File: src/rtl/seg_display_scheduler.sv
// Time-shares the two-digit seven-segment display between live source 0 and
// queued one-shot event sources 1..N_SRC-1, served round-robin with a blinking hold.
module seg_display_scheduler #(
    parameter int N_SRC        = 4,
    parameter int HOLD_CYCLES  = 50_000_000,
    parameter int BLINK_CYCLES = 12_500_000
) (
    input  logic                 i_clk,
    input  logic                 i_rst,
    input  logic [N_SRC-1:0]     i_req,
    input  logic [7*N_SRC-1:0]   i_value,
    output logic [31:0]          o_hex,
    output logic                 o_blank,
    output logic [N_SRC-1:0]     o_grant,
    output logic                 o_busy
);

    localparam int IW = $clog2(N_SRC);
    localparam int HW = $clog2(HOLD_CYCLES);
    localparam int BW = (BLINK_CYCLES > 1) ? $clog2(BLINK_CYCLES) : 1;
    localparam logic [HW-1:0] HOLD_LOAD  = HW'(HOLD_CYCLES - 1);
    localparam logic [BW-1:0] BLINK_LAST = BW'(BLINK_CYCLES - 1);

    typedef enum logic {IDLE, SHOW} state_t;

    function automatic logic [6:0] clamp99(input logic [6:0] v);
        return (v > 7'd99) ? 7'd99 : v;
    endfunction

    state_t                  state_q, state_d;
    logic [N_SRC-1:0]        pending_q, pending_d;
    logic [N_SRC-1:0][6:0]   lat_q, lat_d;
    logic [IW-1:0]           sel_q, sel_d;
    logic [IW-1:0]           rr_ptr_q, rr_ptr_d;
    logic [HW-1:0]           hold_q, hold_d;
    logic [BW-1:0]           blink_cnt_q, blink_cnt_d;
    logic                    blink_ph_q, blink_ph_d;
    logic [6:0]              hex_q, hex_d;
    logic                    blank_q, blank_d;
    logic [N_SRC-1:0]        grant_q, grant_d;
    logic                    busy_q, busy_d;

    logic                    found;
    logic [IW-1:0]           pick;
    logic [IW-1:0]           idx_v;
    int                      idx;

    always_comb begin
        state_d     = state_q;
        pending_d   = pending_q;
        lat_d       = lat_q;
        sel_d       = sel_q;
        rr_ptr_d    = rr_ptr_q;
        hold_d      = hold_q;
        blink_cnt_d = blink_cnt_q;
        blink_ph_d  = blink_ph_q;
        hex_d       = clamp99(i_value[6:0]);
        blank_d     = 1'b0;
        grant_d     = '0;
        busy_d      = 1'b0;
        found       = 1'b0;
        pick        = '0;
        idx         = 0;
        idx_v       = '0;

        // Round-robin search over 1..N_SRC-1 starting after the last winner.
        for (int off = 1; off < N_SRC; off++) begin
            idx = int'(rr_ptr_q) + off;
            if (idx >= N_SRC) idx = idx - (N_SRC - 1);
            idx_v = IW'(idx);
            if (!found && pending_q[idx_v]) begin
                found = 1'b1;
                pick  = idx_v;
            end
        end

        case (state_q)
            IDLE: begin
                if (found) begin
                    state_d     = SHOW;
                    sel_d       = pick;
                    rr_ptr_d    = pick;
                    hold_d      = HOLD_LOAD;
                    blink_cnt_d = '0;
                    blink_ph_d  = 1'b0;
                end
            end
            SHOW: begin
                if (hold_q == '0) begin
                    state_d          = IDLE;
                    pending_d[sel_q] = 1'b0;
                end else if (i_req[sel_q]) begin
                    hold_d = HOLD_LOAD;
                end else begin
                    hold_d = hold_q - HW'(1);
                end
                if (blink_cnt_q == BLINK_LAST) begin
                    blink_cnt_d = '0;
                    blink_ph_d  = ~blink_ph_q;
                end else begin
                    blink_cnt_d = blink_cnt_q + BW'(1);
                end
            end
            default: state_d = IDLE;
        endcase

        // Capture after the clear so a request on the clearing cycle keeps the bit set.
        for (int k = 1; k < N_SRC; k++) begin
            if (i_req[k]) begin
                pending_d[k] = 1'b1;
                lat_d[k]     = clamp99(i_value[7*k +: 7]);
            end
        end

        if (state_d == SHOW) begin
            hex_d          = lat_d[sel_d];
            blank_d        = blink_ph_d;
            busy_d         = 1'b1;
            grant_d[sel_d] = 1'b1;
        end
    end

    always_ff @(posedge i_clk) begin
        if (i_rst) begin
            state_q     <= IDLE;
            pending_q   <= '0;
            lat_q       <= '0;
            sel_q       <= '0;
            rr_ptr_q    <= IW'(N_SRC - 1);
            hold_q      <= '0;
            blink_cnt_q <= '0;
            blink_ph_q  <= 1'b0;
            hex_q       <= '0;
            blank_q     <= 1'b0;
            grant_q     <= '0;
            busy_q      <= 1'b0;
        end else begin
            state_q     <= state_d;
            pending_q   <= pending_d;
            lat_q       <= lat_d;
            sel_q       <= sel_d;
            rr_ptr_q    <= rr_ptr_d;
            hold_q      <= hold_d;
            blink_cnt_q <= blink_cnt_d;
            blink_ph_q  <= blink_ph_d;
            hex_q       <= hex_d;
            blank_q     <= blank_d;
            grant_q     <= grant_d;
            busy_q      <= busy_d;
        end
    end

    assign o_hex   = {25'b0, hex_q};
    assign o_blank = blank_q;
    assign o_grant = grant_q;
    assign o_busy  = busy_q;

endmodule

File: config.mk
export PLATFORM = sky130hd
export DESIGN_NAME = seg_display_scheduler
export DESIGN_NICKNAME = d
export VERILOG_FILES = /design/src/rtl/seg_display_scheduler.sv
export SDC_FILE = /design/constraint.sdc
export NUM_CORES = 1
export LEC_CHECK = 0
export BUFFER_PORTS_ARGS = -buffer_cell sky130_fd_sc_hd__buf_2
export CORE_MARGIN = 3
export CORE_UTILIZATION = 30
export DETAILED_ROUTE_END_ITERATION = 16
export GPL_ROUTABILITY_DRIVEN = 0
export SLEW_MARGIN = 25
export SYNTH_ARGS = -nofsm -noshare
export SYNTH_HDL_FRONTEND = slang
export SYNTH_SLANG_ARGS = --single-unit
export TNS_END_PERCENT = 5
File: constraint.sdc
create_clock -name i_clk -period 3.2 [get_ports i_clk]
set_input_delay 0.32 -clock i_clk [delete_from_list [all_inputs] [get_ports i_clk]]
set_output_delay 0.32 -clock i_clk [all_outputs]
set_load 0.02 [all_outputs]
==> results of run 1 <==
-- state kept, by name, indices dropped and copies added (netlist names), 2 cells and up --
name and count:
blink_cnt_q 24, hex_q 7, hold_q 26, lat_q 21, o_grant 4, pending_q 4
rr_ptr_q 2, sel_q 2
-- cell type report --
class                           instances  area [um2]
Tap cell                              211       264.0
Fill cell                            1588        9908
Timing Repair Buffer                   56       305.3
Multi-Input combinational cell        422        2676
Clock buffer                           10       239.0
Sequential cell                        93        1862
Clock inverter                          6       116.4
Inverter                               15       56.30
-- Yosys cell counts, types with 6 or more instances --
cell                       instances  area [um2]
sky130_fd_sc_hd__a211oi_1          8       60.06
sky130_fd_sc_hd__a21oi_1          44       220.2
sky130_fd_sc_hd__a311oi_1         18       157.7
sky130_fd_sc_hd__a31oi_1           6       37.54
sky130_fd_sc_hd__and2_1            7       43.79
sky130_fd_sc_hd__and3_1            6       37.54
sky130_fd_sc_hd__buf_4            27       202.7
sky130_fd_sc_hd__clkbuf_1         15       56.30
sky130_fd_sc_hd__dfxtp_1          93        1862
sky130_fd_sc_hd__inv_1            13       48.80
sky130_fd_sc_hd__mux2i_1          11       110.1
sky130_fd_sc_hd__nand2_1          29       108.9
sky130_fd_sc_hd__nand2b_1          6       37.54
sky130_fd_sc_hd__nand3_1          19       95.09
sky130_fd_sc_hd__nand3b_1          9       67.56
sky130_fd_sc_hd__nand4_1          10       62.56
sky130_fd_sc_hd__nor2_1           62       232.7
sky130_fd_sc_hd__nor2b_1           7       43.79
sky130_fd_sc_hd__nor3_1           20       100.1
sky130_fd_sc_hd__nor4_1           11       68.82
sky130_fd_sc_hd__o21ai_0          21       105.1
sky130_fd_sc_hd__xnor2_1           7       61.31
-- layout by cell type, fill, tap and decap left out, types with 8 or more instances in the layout --
master,count
sky130_fd_sc_hd__nand4_1,10
sky130_fd_sc_hd__mux2i_1,11
sky130_fd_sc_hd__inv_1,13
sky130_fd_sc_hd__conb_1,25
sky130_fd_sc_hd__nand3_1,19
sky130_fd_sc_hd__a311oi_1,18
sky130_fd_sc_hd__nand2_1,29
sky130_fd_sc_hd__buf_2,46
sky130_fd_sc_hd__clkbuf_16,9
sky130_fd_sc_hd__a211oi_1,8
sky130_fd_sc_hd__nand3b_1,9
sky130_fd_sc_hd__o21ai_0,21
sky130_fd_sc_hd__a21oi_1,44
sky130_fd_sc_hd__dfxtp_1,93
sky130_fd_sc_hd__nor2_1,61
sky130_fd_sc_hd__nor4_1,11
sky130_fd_sc_hd__nor3_1,20
sky130_fd_sc_hd__buf_4,10
-- per-layer routing --
metal / track usage / vias to the layer above
met1: 0.1803 / 2056
met3: 0.03346 / 15
met4: 0.03291 / 0
met2: 0.2266 / 110
li1: - / 2103
met5: 0 / -
-- worst max-delay path, cell delays in order, from the launching register on --
cell,delay [ps]
sky130_fd_sc_hd__dfxtp_1,370
sky130_fd_sc_hd__inv_1,60
sky130_fd_sc_hd__ha_1,400
sky130_fd_sc_hd__mux4_2,620
sky130_fd_sc_hd__or4_1,700
sky130_fd_sc_hd__nand2_2,240
sky130_fd_sc_hd__nor2_2,170
sky130_fd_sc_hd__a311oi_1,310
-- kinds of logic after synthesis --
kind of cell | count (synthesis) | share of synthesized area
and+or+nand+nor | 223 | 0.2501
AOI/OAI and AO/OA | 137 | 0.1953
DFF | 93 | 0.3865
buffers and inverters | 67 | 0.07922
muxes | 20 | 0.05325
xor gates and xnor gates | 12 | 0.02182
adders and majority gates | 5 | 0.01299
other | 1 | 0.0007785
-- metrics by stage --
| stage | total power, mW | instance area, um2 | utilization | worst slack [ps] | hold slack (ps) |
|---|---|---|---|---|---|
| floorplan | 2.635 | 4907 | - | 545.1 | 439.2 |
| global placement | 2.928 | 5162 | 0.3346 | 273.0 | 465.1 |
| detailed placement | 2.977 | 5164 | 0.3347 | 227.7 | 478.8 |
| CTS | 4.252 | 5519 | 0.3577 | 213.7 | 232.7 |
| global route | 4.463 | 5519 | 0.3577 | 68.51 | 236.6 |
| finish | 4.228 | 5519 | 0.3577 | 209.0 | 243.4 |
-- power by group --
group	total (mW)	internal, mW	switching [mW]	leakage, nW
registers	1.50	1.33	0.164	0.764
logic	1.47	0.561	0.908	1.15
clock network	1.26	0.792	0.471	0.174
total	4.23	2.69	1.54	2.08
-- worst max-delay path by stage --
stage / end / cells after the start
after floorplan: hex_q[0] / 8
after global placement: hold_q[18] / 8
after detailed placement: hold_q[23] / 7
after CTS: hold_q[17] / 7
after global routing: hold_q[17] / 7
final: hold_q[17] / 7
==> run metrics, run 1 <==
share of layout cells above drive strength 1 0.1611; post-cts hold buffer count 0; clock transition at the registers of the reported paths 70 ps; die extent in x approximately 130 um; number of buffers inserted during clock tree synthesis 9; slew at the pin with the worst max-slew slack 926.9 ps; Max Clock Skew between 6 and 7 ps; final critical-path required period 2991 ps; I/O Pins 72; total overflow reported by the global router 0; top layer reached by signal wires met4; final critical-path share of the clock period 0.9347; number of unique standard cell types used by synthesis 71; number of violations reported at the end of detailed-routing iteration 0 between 200 and 250; vias in the first global route 4032; number of enable flip-flop cells after synthesis 0; internal reg-to-reg setup slack 210 ps; largest net degree at the start of global routing 42; deepest clock path buffer count 2; DRT antenna net count 0; area added between synthesis and finish 14.57%; diodes inserted 0; top flip-flop cell by instance count after synthesis sky130_fd_sc_hd__dfxtp_1; placed cell count between 700 and 800; capture endpoint of the worst hold path lat_q[21]; CTS Root Cell sky130_fd_sc_hd__clkbuf_16; worst supply voltage drop on vdd 369.3 uV; detailed placement HPWL around 9000 um; DRC 0; Clock H-tree levels 3; Reg2Reg Capture Point hold_q[17]; final count of hold timing violations 0; die area approximately 18000 um2; post-synthesis register bit count 93; arrival time at the worst endpoint 3230 ps; fraction of registers with async set/reset 0; detailed-route wire length roughly 12000 um; total standard cell area after synthesis 4817 um2; routed via count divided by cell count ~5.3; routed metal-1 wire length roughly 5800 um; Power Density 766.0 nW/um2; met2 wire length roughly 6000 um; Clock Latency Late Sink 340 ps; total negative slack for setup checks 0 ps; floorplan core area between 15000 and 20000 um2; number of warnings reported in the yosys synthesis log 0; number of setup violations in the final report 0; Leak Pwr approximately 2.1 nW; maximum fanout along the worst path 13; via count 4284; DRT Pass-1 Iters 4; critical hold path startpoint i_value[21]; floorplan die height ~130 um; Starting Density 0.3122; gate count after technology mapping ~560; maximum clock frequency approximately 330 MHz; CP startpoint rr_ptr_q[0]; startpoint-to-endpoint class of the critical path reg -> reg; worst hold path type in -> reg; CP Data Required Time 3440 ps; run status finished clean; reg-to-reg critical path startpoint rr_ptr_q[0]; Max Cap Viol 0; syn avg cell area 8.633 um2; Hold Path Stages 3; post-CTS setup repair buffer count 0; proportion of synthesized chip area in sequential cells 0.3865; first-pass GRT wire length approximately 20000 um; count of instances resized after the clock tree is built 0; final-stage net count 636; Sink Count between 90 and 100; startpoint types flip-flop; TritonCTS clock tree done; number of pins exceeding their max-slew limit in the final report 0; R2R cell count 7; sort of element at the end of the critical path flip-flop; total global routing track utilization 0.1369; unrepaired setup endpoints after global routing no; length of routed met3 wiring 550 um; average wire length per cell after detail routing 15.27 um; post-route insts no fill roughly 800; Port-buffer cells between 40 and 50; standard-cell row count 45; max_slew headroom 0.3814; number of antenna violations at the first check in global routing 0
No activity file was read; power rests on OpenSTA's default activity.
==> run 2, diff against run 1 <==
--- a/config.mk
+++ b/config.mk
@@ -7,9 +7,11 @@
 export LEC_CHECK = 0
 export BUFFER_PORTS_ARGS = -buffer_cell sky130_fd_sc_hd__buf_2
 export CORE_MARGIN = 3
-export CORE_UTILIZATION = 30
+export CORE_UTILIZATION = 55
 export DETAILED_ROUTE_END_ITERATION = 16
 export GPL_ROUTABILITY_DRIVEN = 0
+export PLACE_DENSITY = 0.77
+export SETUP_SLACK_MARGIN = 0.3
 export SLEW_MARGIN = 25
 export SYNTH_ARGS = -nofsm -noshare
 export SYNTH_HDL_FRONTEND = slang
==> run 2 against run 1 <==
Non-clock buffer count rose by 6. First-iteration DRC count increased by 24%. Clock power down 35%. Highest routed layer unchanged. Largest cell class unchanged. Global-route usage grew 9.4 points. Clock-buffer cell count unchanged. Power is 7.4% lower. Sequential share of layout area up 1.3 points.
==> run metrics, run 2 (synthesized netlist as in run 1, its figures left out) <==
reg-to-reg critical path startpoint rr_ptr_q[0] (unchanged); leading cell type in the layout, fill and taps excluded sky130_fd_sc_hd__dfxtp_1 (unchanged); first-pass GRT wire length 18980 um (was 20250 um); total overflow reported by the global router 0 (unchanged); vias in the first global route 4036 (was 4032); maximum fanout along the worst path 6 (was 13); CP Data Required Time 3460 ps (was 3440 ps); placed cell count 693 (was 797); number of antenna violations at the first check in global routing 0 (unchanged); startpoint-to-endpoint class of the critical path reg -> reg (unchanged); max_slew headroom 0.5094 (was 0.3814); final critical-path share of the clock period 0.8938 (was 0.9347); standard-cell row count 33 (was 45); via count 4328 (was 4284); startpoint types flip-flop (unchanged); diodes inserted 0 (unchanged); sort of element at the end of the critical path flip-flop (unchanged); deepest clock path buffer count 2 (unchanged); post-cts hold buffer count 0 (unchanged); final-stage net count 642 (was 636); routed via count divided by cell count 6.070 (was 5.269); Critical Path, Cell by Cell inv_1, ha_2, mux4_2, o31a_1, or2_1, a21boi_0, a211oi_2, a311o_1 (was inv_1, ha_1, mux4_2, or4_1, nand2_2, nor2_2, a311oi_1); Max Clock Skew 17.05 ps (was 6.129 ps); largest net degree at the start of global routing 49 (was 42); average wire length per cell after detail routing 16.27 um (was 15.27 um); final worst setup slack 339.8 ps (was 209.0 ps); I/O Pins 72 (unchanged); internal reg-to-reg setup slack 340 ps (was 210 ps); unrepaired setup endpoints after global routing yes (was no); Clock H-tree levels 3 (unchanged); final critical-path required period 2860 ps (was 2991 ps); total negative slack for setup checks 0 ps (unchanged); Worst path slowest cell sky130_fd_sc_hd__mux4_2 (was sky130_fd_sc_hd__or4_1); number of pins exceeding their max-slew limit in the final report 0 (unchanged); Crit path largest cell delay 610 ps (was 700 ps); arrival time at the worst endpoint 3120 ps (was 3230 ps); capture endpoint of the worst hold path lat_q[21] (unchanged); area added between synthesis and finish 10.44% (was 14.57%); total global routing track utilization 0.2310 (was 0.1369); number of flip-flops in the largest register 26 (unchanged); critical hold path startpoint i_value[21] (unchanged); post-route insts no fill 713 (was 813); highest-count cells in the layout ignoring fill and taps 93 x sky130_fd_sc_hd__dfxtp_1, 61 x sky130_fd_sc_hd__nor2_1, 46 x sky130_fd_sc_hd__buf_2 (unchanged); run status finished clean (unchanged); number of violations reported at the end of detailed-routing iteration 0 277 (was 224); worst supply voltage drop on vdd 383.5 uV (was 369.3 uV); Clock Latency Late Sink 370 ps (was 340 ps); clock transition at the registers of the reported paths 110 ps (was 70 ps); Starting Density 0.5776 (was 0.3122); die area 9917 um2 (was 17610 um2); share of layout cells above drive strength 1 0.1727 (was 0.1611); floorplan core area 8341 um2 (was 15430 um2); Reg2Reg Capture Point hex_q[4] (was hold_q[17]); Worst Hold Margin 208.3 ps (was 243.4 ps); TritonCTS clock tree done (unchanged); detailed placement HPWL 8109 um (was 9019 um); post-route cell area 5320 um2 (was 5519 um2); CTS Root Cell sky130_fd_sc_hd__clkbuf_8 (was sky130_fd_sc_hd__clkbuf_16); number of buffers inserted during clock tree synthesis 9 (unchanged); R2R cell count 8 (was 7); maximum clock frequency 349.6 MHz (was 334.3 MHz); Hold Path Stages 3 (unchanged); Port-buffer cells 46 (unchanged); DRT Pass-1 Iters 5 (was 4); slew at the pin with the worst max-slew slack 731.1 ps (was 926.9 ps); DRC 0 (unchanged); final count of hold timing violations 0 (unchanged); pre-CTS worst setup slack 335.3 ps (was 227.7 ps); DRT antenna net count 0 (unchanged); number of setup violations in the final report 0 (unchanged); cell area reported after detailed placement 5042 um2 (was 5164 um2); die extent in x 99.59 um (was 132.7 um); worst hold path type in -> reg (unchanged); Sink Count 93 (unchanged); detailed-route wire length 11600 um (was 12420 um); floorplan die height 99.59 um (was 132.7 um); Leak Pwr 2.054 nW (was 2.083 nW); register ranked first by flip-flop count hold_q (unchanged); top flop regs hold_q x26, blink_cnt_q x24, lat_q x21 (unchanged); Power Density 735.7 nW/um2 (was 766.0 nW/um2); Max Cap Viol 0 (unchanged)
-- run 2: cell types whose count changed in the layout (fill, tap and decap cells not counted), moves of 2 or more --
cell                        delta
sky130_fd_sc_hd__bufinv_16     -2
sky130_fd_sc_hd__clkbuf_16     -9
sky130_fd_sc_hd__buf_4         +4
sky130_fd_sc_hd__nand2_4       +2
sky130_fd_sc_hd__inv_8         +2
sky130_fd_sc_hd__nand2_2       -2
sky130_fd_sc_hd__clkbuf_8      +8
-- run 2: area by class of cell --
cell class                      count  area, um2
Clock buffer                       10      127.6
Clock inverter                      6      78.83
Fill cell                         701       3020
Inverter                           15      56.30
Multi-Input combinational cell    422       2698
Sequential cell                    93       1862
Tap cell                          105      131.4
Timing Repair Buffer               62      366.6
-- run 2: critical path: cells and delay by family, from the launching register on --
family | cells | cell delay (ps)
compound gates | 4 | 1020
mux | 1 | 610
fa+ha+maj | 1 | 390
flops | 1 | 380
simple gates | 1 | 290
buf+inv | 1 | 60
-- run 2: where the power goes --
| part | switching, mW | internal, mW | leakage [nW] |
|---|---|---|---|
| clock network | 0.447 | 0.378 | 0.105 |
| registers | 0.160 | 1.33 | 0.764 |
| logic | 0.942 | 0.656 | 1.19 |
| total | 1.55 | 2.37 | 2.05 |
-- run 2: worst max path at each step --
stage / start / to / cells after the start
floorplan: rr_ptr_q[0] / hex_q[0] / 8
global placement: rr_ptr_q[0] / hex_q[0] / 8
detailed placement: rr_ptr_q[0] / hex_q[4] / 8
CTS: rr_ptr_q[0] / hex_q[4] / 8
global route: rr_ptr_q[0] / hex_q[4] / 8
finish: rr_ptr_q[0] / hex_q[4] / 8
-- run 2: per-layer routing --
layer | global-route usage | routed length, um | vias up
li1 | - | - | 2110
met3 | 0.05189 | 597 | 17
met4 | 0.07563 | 181 | 0
met2 | 0.3822 | 5594 | 133
met5 | 0 | 0 | -
met1 | 0.2991 | 5224 | 2068
-- run 2: stage by stage --
| stage | total power [mW] | utilization |
|---|---|---|
| floorplan | 2.635 | - |
| global placement | 2.908 | 0.6046 |
| detailed placement | 2.953 | 0.6046 |
| CTS | 3.775 | 0.6293 |
| global route | 4.134 | 0.6379 |
| finish | 3.914 | 0.6379 |
-- run 2: what timing repair did --
action                     in CTS  in global routing
resized for setup               0                  7
setup endpoints to repair       0                 32
setup buffers                   0                  4
==> run 3, diff against run 2 <==
--- a/config.mk
+++ b/config.mk
@@ -10,7 +10,8 @@
 export CORE_UTILIZATION = 55
 export DETAILED_ROUTE_END_ITERATION = 16
 export GPL_ROUTABILITY_DRIVEN = 0
-export PLACE_DENSITY = 0.77
+export PLACE_DENSITY = 0.85
+export REMOVE_ABC_BUFFERS = 1
 export SETUP_SLACK_MARGIN = 0.3
 export SLEW_MARGIN = 25
 export SYNTH_ARGS = -nofsm -noshare
==> run 3 against run 2 <==
Non-clock buffer count rose by 1. Sequential power about the same. Worst setup slack worse by 48 ps. Clock-buffer cell count unchanged. Critical endpoint is now hex_q[0]. Power fell by 0.78%. Critical path type unchanged. Highest routed layer unchanged. Sequential share of layout area rose by 0.099 points. Global-route usage is 1.1 points higher.
==> run metrics, run 3 (synthesized netlist as in run 1, its figures left out) <==
run status finished clean (unchanged); maximum clock frequency 343.9 MHz (was 349.6 MHz); Power Density 732.0 nW/um2 (was 735.7 nW/um2); post-cts hold buffer count 0 (unchanged); total global routing track utilization 0.2420 (was 0.2310); Critical Path, Cell by Cell inv_1, ha_2, mux4_2, o31a_1, or2_1, nand2_4, mux2_2, o211ai_1 (was inv_1, ha_2, mux4_2, o31a_1, or2_1, a21boi_0, a211oi_2, a311o_1); Clock H-tree levels 3 (unchanged); PnR Total Power 3.883 mW (was 3.914 mW); highest-count cells in the layout ignoring fill and taps 93 x sky130_fd_sc_hd__dfxtp_1, 61 x sky130_fd_sc_hd__nor2_1, 46 x sky130_fd_sc_hd__buf_2 (unchanged); number of logic stages on the critical path including buffering 8 (unchanged); DRC 0 (unchanged); maximum fanout along the worst path 10 (was 6); standard-cell row count 33 (unchanged); NetSw 1.566 mW (was 1.549 mW); deepest clock path buffer count 2 (unchanged); destination of the critical timing path hex_q[0] (was hex_q[4]); top flop regs hold_q x26, blink_cnt_q x24, lat_q x21 (unchanged); slew at the pin with the worst max-slew slack 753.0 ps (was 731.1 ps); Worst Hold Margin 207.8 ps (was 208.3 ps); Max Clock Skew 11.50 ps (was 17.05 ps); internal reg-to-reg setup slack 290 ps (was 340 ps); area added between synthesis and finish 10.13% (was 10.44%); combinational power share 0.429 (was 0.408); Crit path largest cell delay 620 ps (was 610 ps); CP startpoint rr_ptr_q[0] (unchanged); floorplan die height 99.59 um (unchanged); share of power burned in registers 0.383 (was 0.381); number of setup violations in the final report 0 (unchanged); fillers 680 (was 701); relative contribution of the clock network to total power 0.188 (was 0.211); post-route cell area 5305 um2 (was 5320 um2); Max Cap Viol 0 (unchanged); Hold Path Stages 2 (was 3); Sink Count 93 (unchanged); Reg2Reg Capture Point hex_q[0] (was hex_q[4]); startpoint-to-endpoint class of the critical path reg -> reg (unchanged); final critical-path required period 2908 ps (was 2860 ps); sort of element at the end of the critical path flip-flop (unchanged); area taken by multi-input logic gates 2699 um2 (was 2698 um2); CTS Root Cell sky130_fd_sc_hd__clkbuf_8 (unchanged); CP Data Required Time 3480 ps (was 3460 ps); detailed placement HPWL 8189 um (was 8109 um); routed metal-1 wire length 5091 um (was 5224 um); floorplan core area 8341 um2 (unchanged); first-pass GRT wire length 19790 um (was 18980 um); switching share of total power 0.4034 (was 0.3957); R2R cell count 8 (unchanged); number of buffers and inverters on the critical path 1 (unchanged); arrival time at the worst endpoint 3190 ps (was 3120 ps); clock transition at the registers of the reported paths 90 ps (was 110 ps); number of pins exceeding their max-slew limit in the final report 0 (unchanged); cell area reported after detailed placement 5042 um2 (unchanged); final-stage net count 643 (was 642); top layer reached by signal wires met4 (unchanged); diodes inserted 0 (unchanged); internal cell power 2.317 mW (was 2.365 mW); leading cell type in the layout, fill and taps excluded sky130_fd_sc_hd__dfxtp_1 (unchanged); DRT antenna net count 0 (unchanged); vias in the first global route 4210 (was 4036); I/O Pins 72 (unchanged); final count of hold timing violations 0 (unchanged); routed via count divided by cell count 6.277 (was 6.070); met2 wire length 5859 um (was 5594 um); Clock Latency Late Sink 370 ps (about the same); Worst path slowest cell sky130_fd_sc_hd__mux4_2 (unchanged); die area 9917 um2 (unchanged); register ranked first by flip-flop count hold_q (unchanged); worst hold path type in -> reg (unchanged); detailed-route wire length 12030 um (was 11600 um); DRT Pass-1 Iters 5 (unchanged); average wire length per cell after detail routing 16.85 um (was 16.27 um); critical path's top delay family multiplexers (was compound AO/OA/AOI/OAI gates); final critical-path share of the clock period 0.9088 (was 0.8938); die extent in x 99.59 um (unchanged); TritonCTS clock tree done (unchanged); number of flip-flops in the largest register 26 (unchanged); number of violations reported at the end of detailed-routing iteration 0 310 (was 277); total overflow reported by the global router 0 (unchanged); startpoint types flip-flop (unchanged); max_slew headroom 0.4975 (was 0.5094); largest net degree at the start of global routing 32 (was 49); via count 4482 (was 4328); number of antenna violations at the first check in global routing 0 (unchanged); share of layout cells above drive strength 1 0.1757 (was 0.1727); worst supply voltage drop on vdd 579.4 uV (was 383.5 uV); Starting Density 0.5776 (unchanged); Port-buffer cells 46 (unchanged); unrepaired setup endpoints after global routing yes (unchanged); Leak Pwr 2.039 nW (was 2.054 nW); length of routed met3 wiring 767 um (was 597 um); number of buffers inserted during clock tree synthesis 9 (unchanged); reg-to-reg critical path startpoint rr_ptr_q[0] (unchanged); flip-flop and latch area 1862 um2 (unchanged)
## run 3: changes by cell type in the layout (fill, tap and decap cells not counted)
cell,previous run,this run
sky130_fd_sc_hd__clkbuf_8,9,10
sky130_fd_sc_hd__a2111oi_1,0,1
sky130_fd_sc_hd__bufinv_16,1,0
sky130_fd_sc_hd__buf_4,14,15
sky130_fd_sc_hd__a2111oi_0,2,1
sky130_fd_sc_hd__clkinvlp_4,0,3
sky130_fd_sc_hd__clkinv_2,0,1
sky130_fd_sc_hd__clkinv_4,2,0
sky130_fd_sc_hd__inv_8,2,0
sky130_fd_sc_hd__inv_6,1,2
sky130_fd_sc_hd__clkbuf_1,1,0
## run 3: power by group through the flow
stage | clock network [mW] | logic, mW | registers [mW]
floorplan | 0 | 0.970 | 1.55
global placement | 0 | 1.40 | 1.50
detailed placement | 0 | 1.46 | 1.50
CTS | 0.746 | 1.47 | 1.48
global route | 0.789 | 1.79 | 1.51
finish | 0.731 | 1.66 | 1.49
## run 3: what timing repair did
action                                 CTS  global route
setup endpoints to repair                8            33
setup buffers                            0             5
endpoints found under the hold margin    0             0
gates resized for setup                  1             6
pin swaps                                0             2
## run 3: metrics by stage
stage	setup WS (ps)	util	std cells	TNS, ps
3_3_place_gp	409.2	0.6046	693	0
5_1_grt	163.9	0.6361	714	0
2_1_floorplan	-506.4	-	530	-6207
4_1_cts	260.4	0.6268	709	0
6_report	291.8	0.6361	714	0
3_5_place_dp	262.3	0.6046	693	0
## run 3: worst min-delay path by stage
| stage | end | start | slack (ps) |
|---|---|---|---|
| after floorplan | blink_cnt_q[10] | i_rst | 390 |
| after detailed placement | lat_q[10] | lat_q[10] | 470 |
| final | hex_q[5] | i_value[5] | 210 |
| after global routing | hex_q[5] | i_value[5] | 210 |
| after CTS | hex_q[5] | i_value[5] | 190 |
| after global placement | lat_q[18] | lat_q[18] | 460 |
## run 3: layout make-up
cell class | instances | area share
clock inverter | 6 | 0.008491
clock buffer | 10 | 0.02594
inverter | 15 | 0.01061
timing repair buffer | 63 | 0.07052
multi-input combinational | 422 | 0.5087
sequential | 93 | 0.3509
tap | 105 | 0.02476
## run 3: worst register-to-register path: cells and delay by family, from the launching register on
kind | cells | cell delay [ps]
flops | 1 | 400
fa+ha+maj | 1 | 390
buf+inv | 1 | 70
simple gates | 2 | 490
compound gates | 2 | 520
mux | 2 | 970
## run 3: layer usage
layer,vias up,global-route usage
met5,-,0
met4,0,0.09244
met3,43,0.04348
met2,202,0.4003
met1,2135,0.3149
li1,2102,-
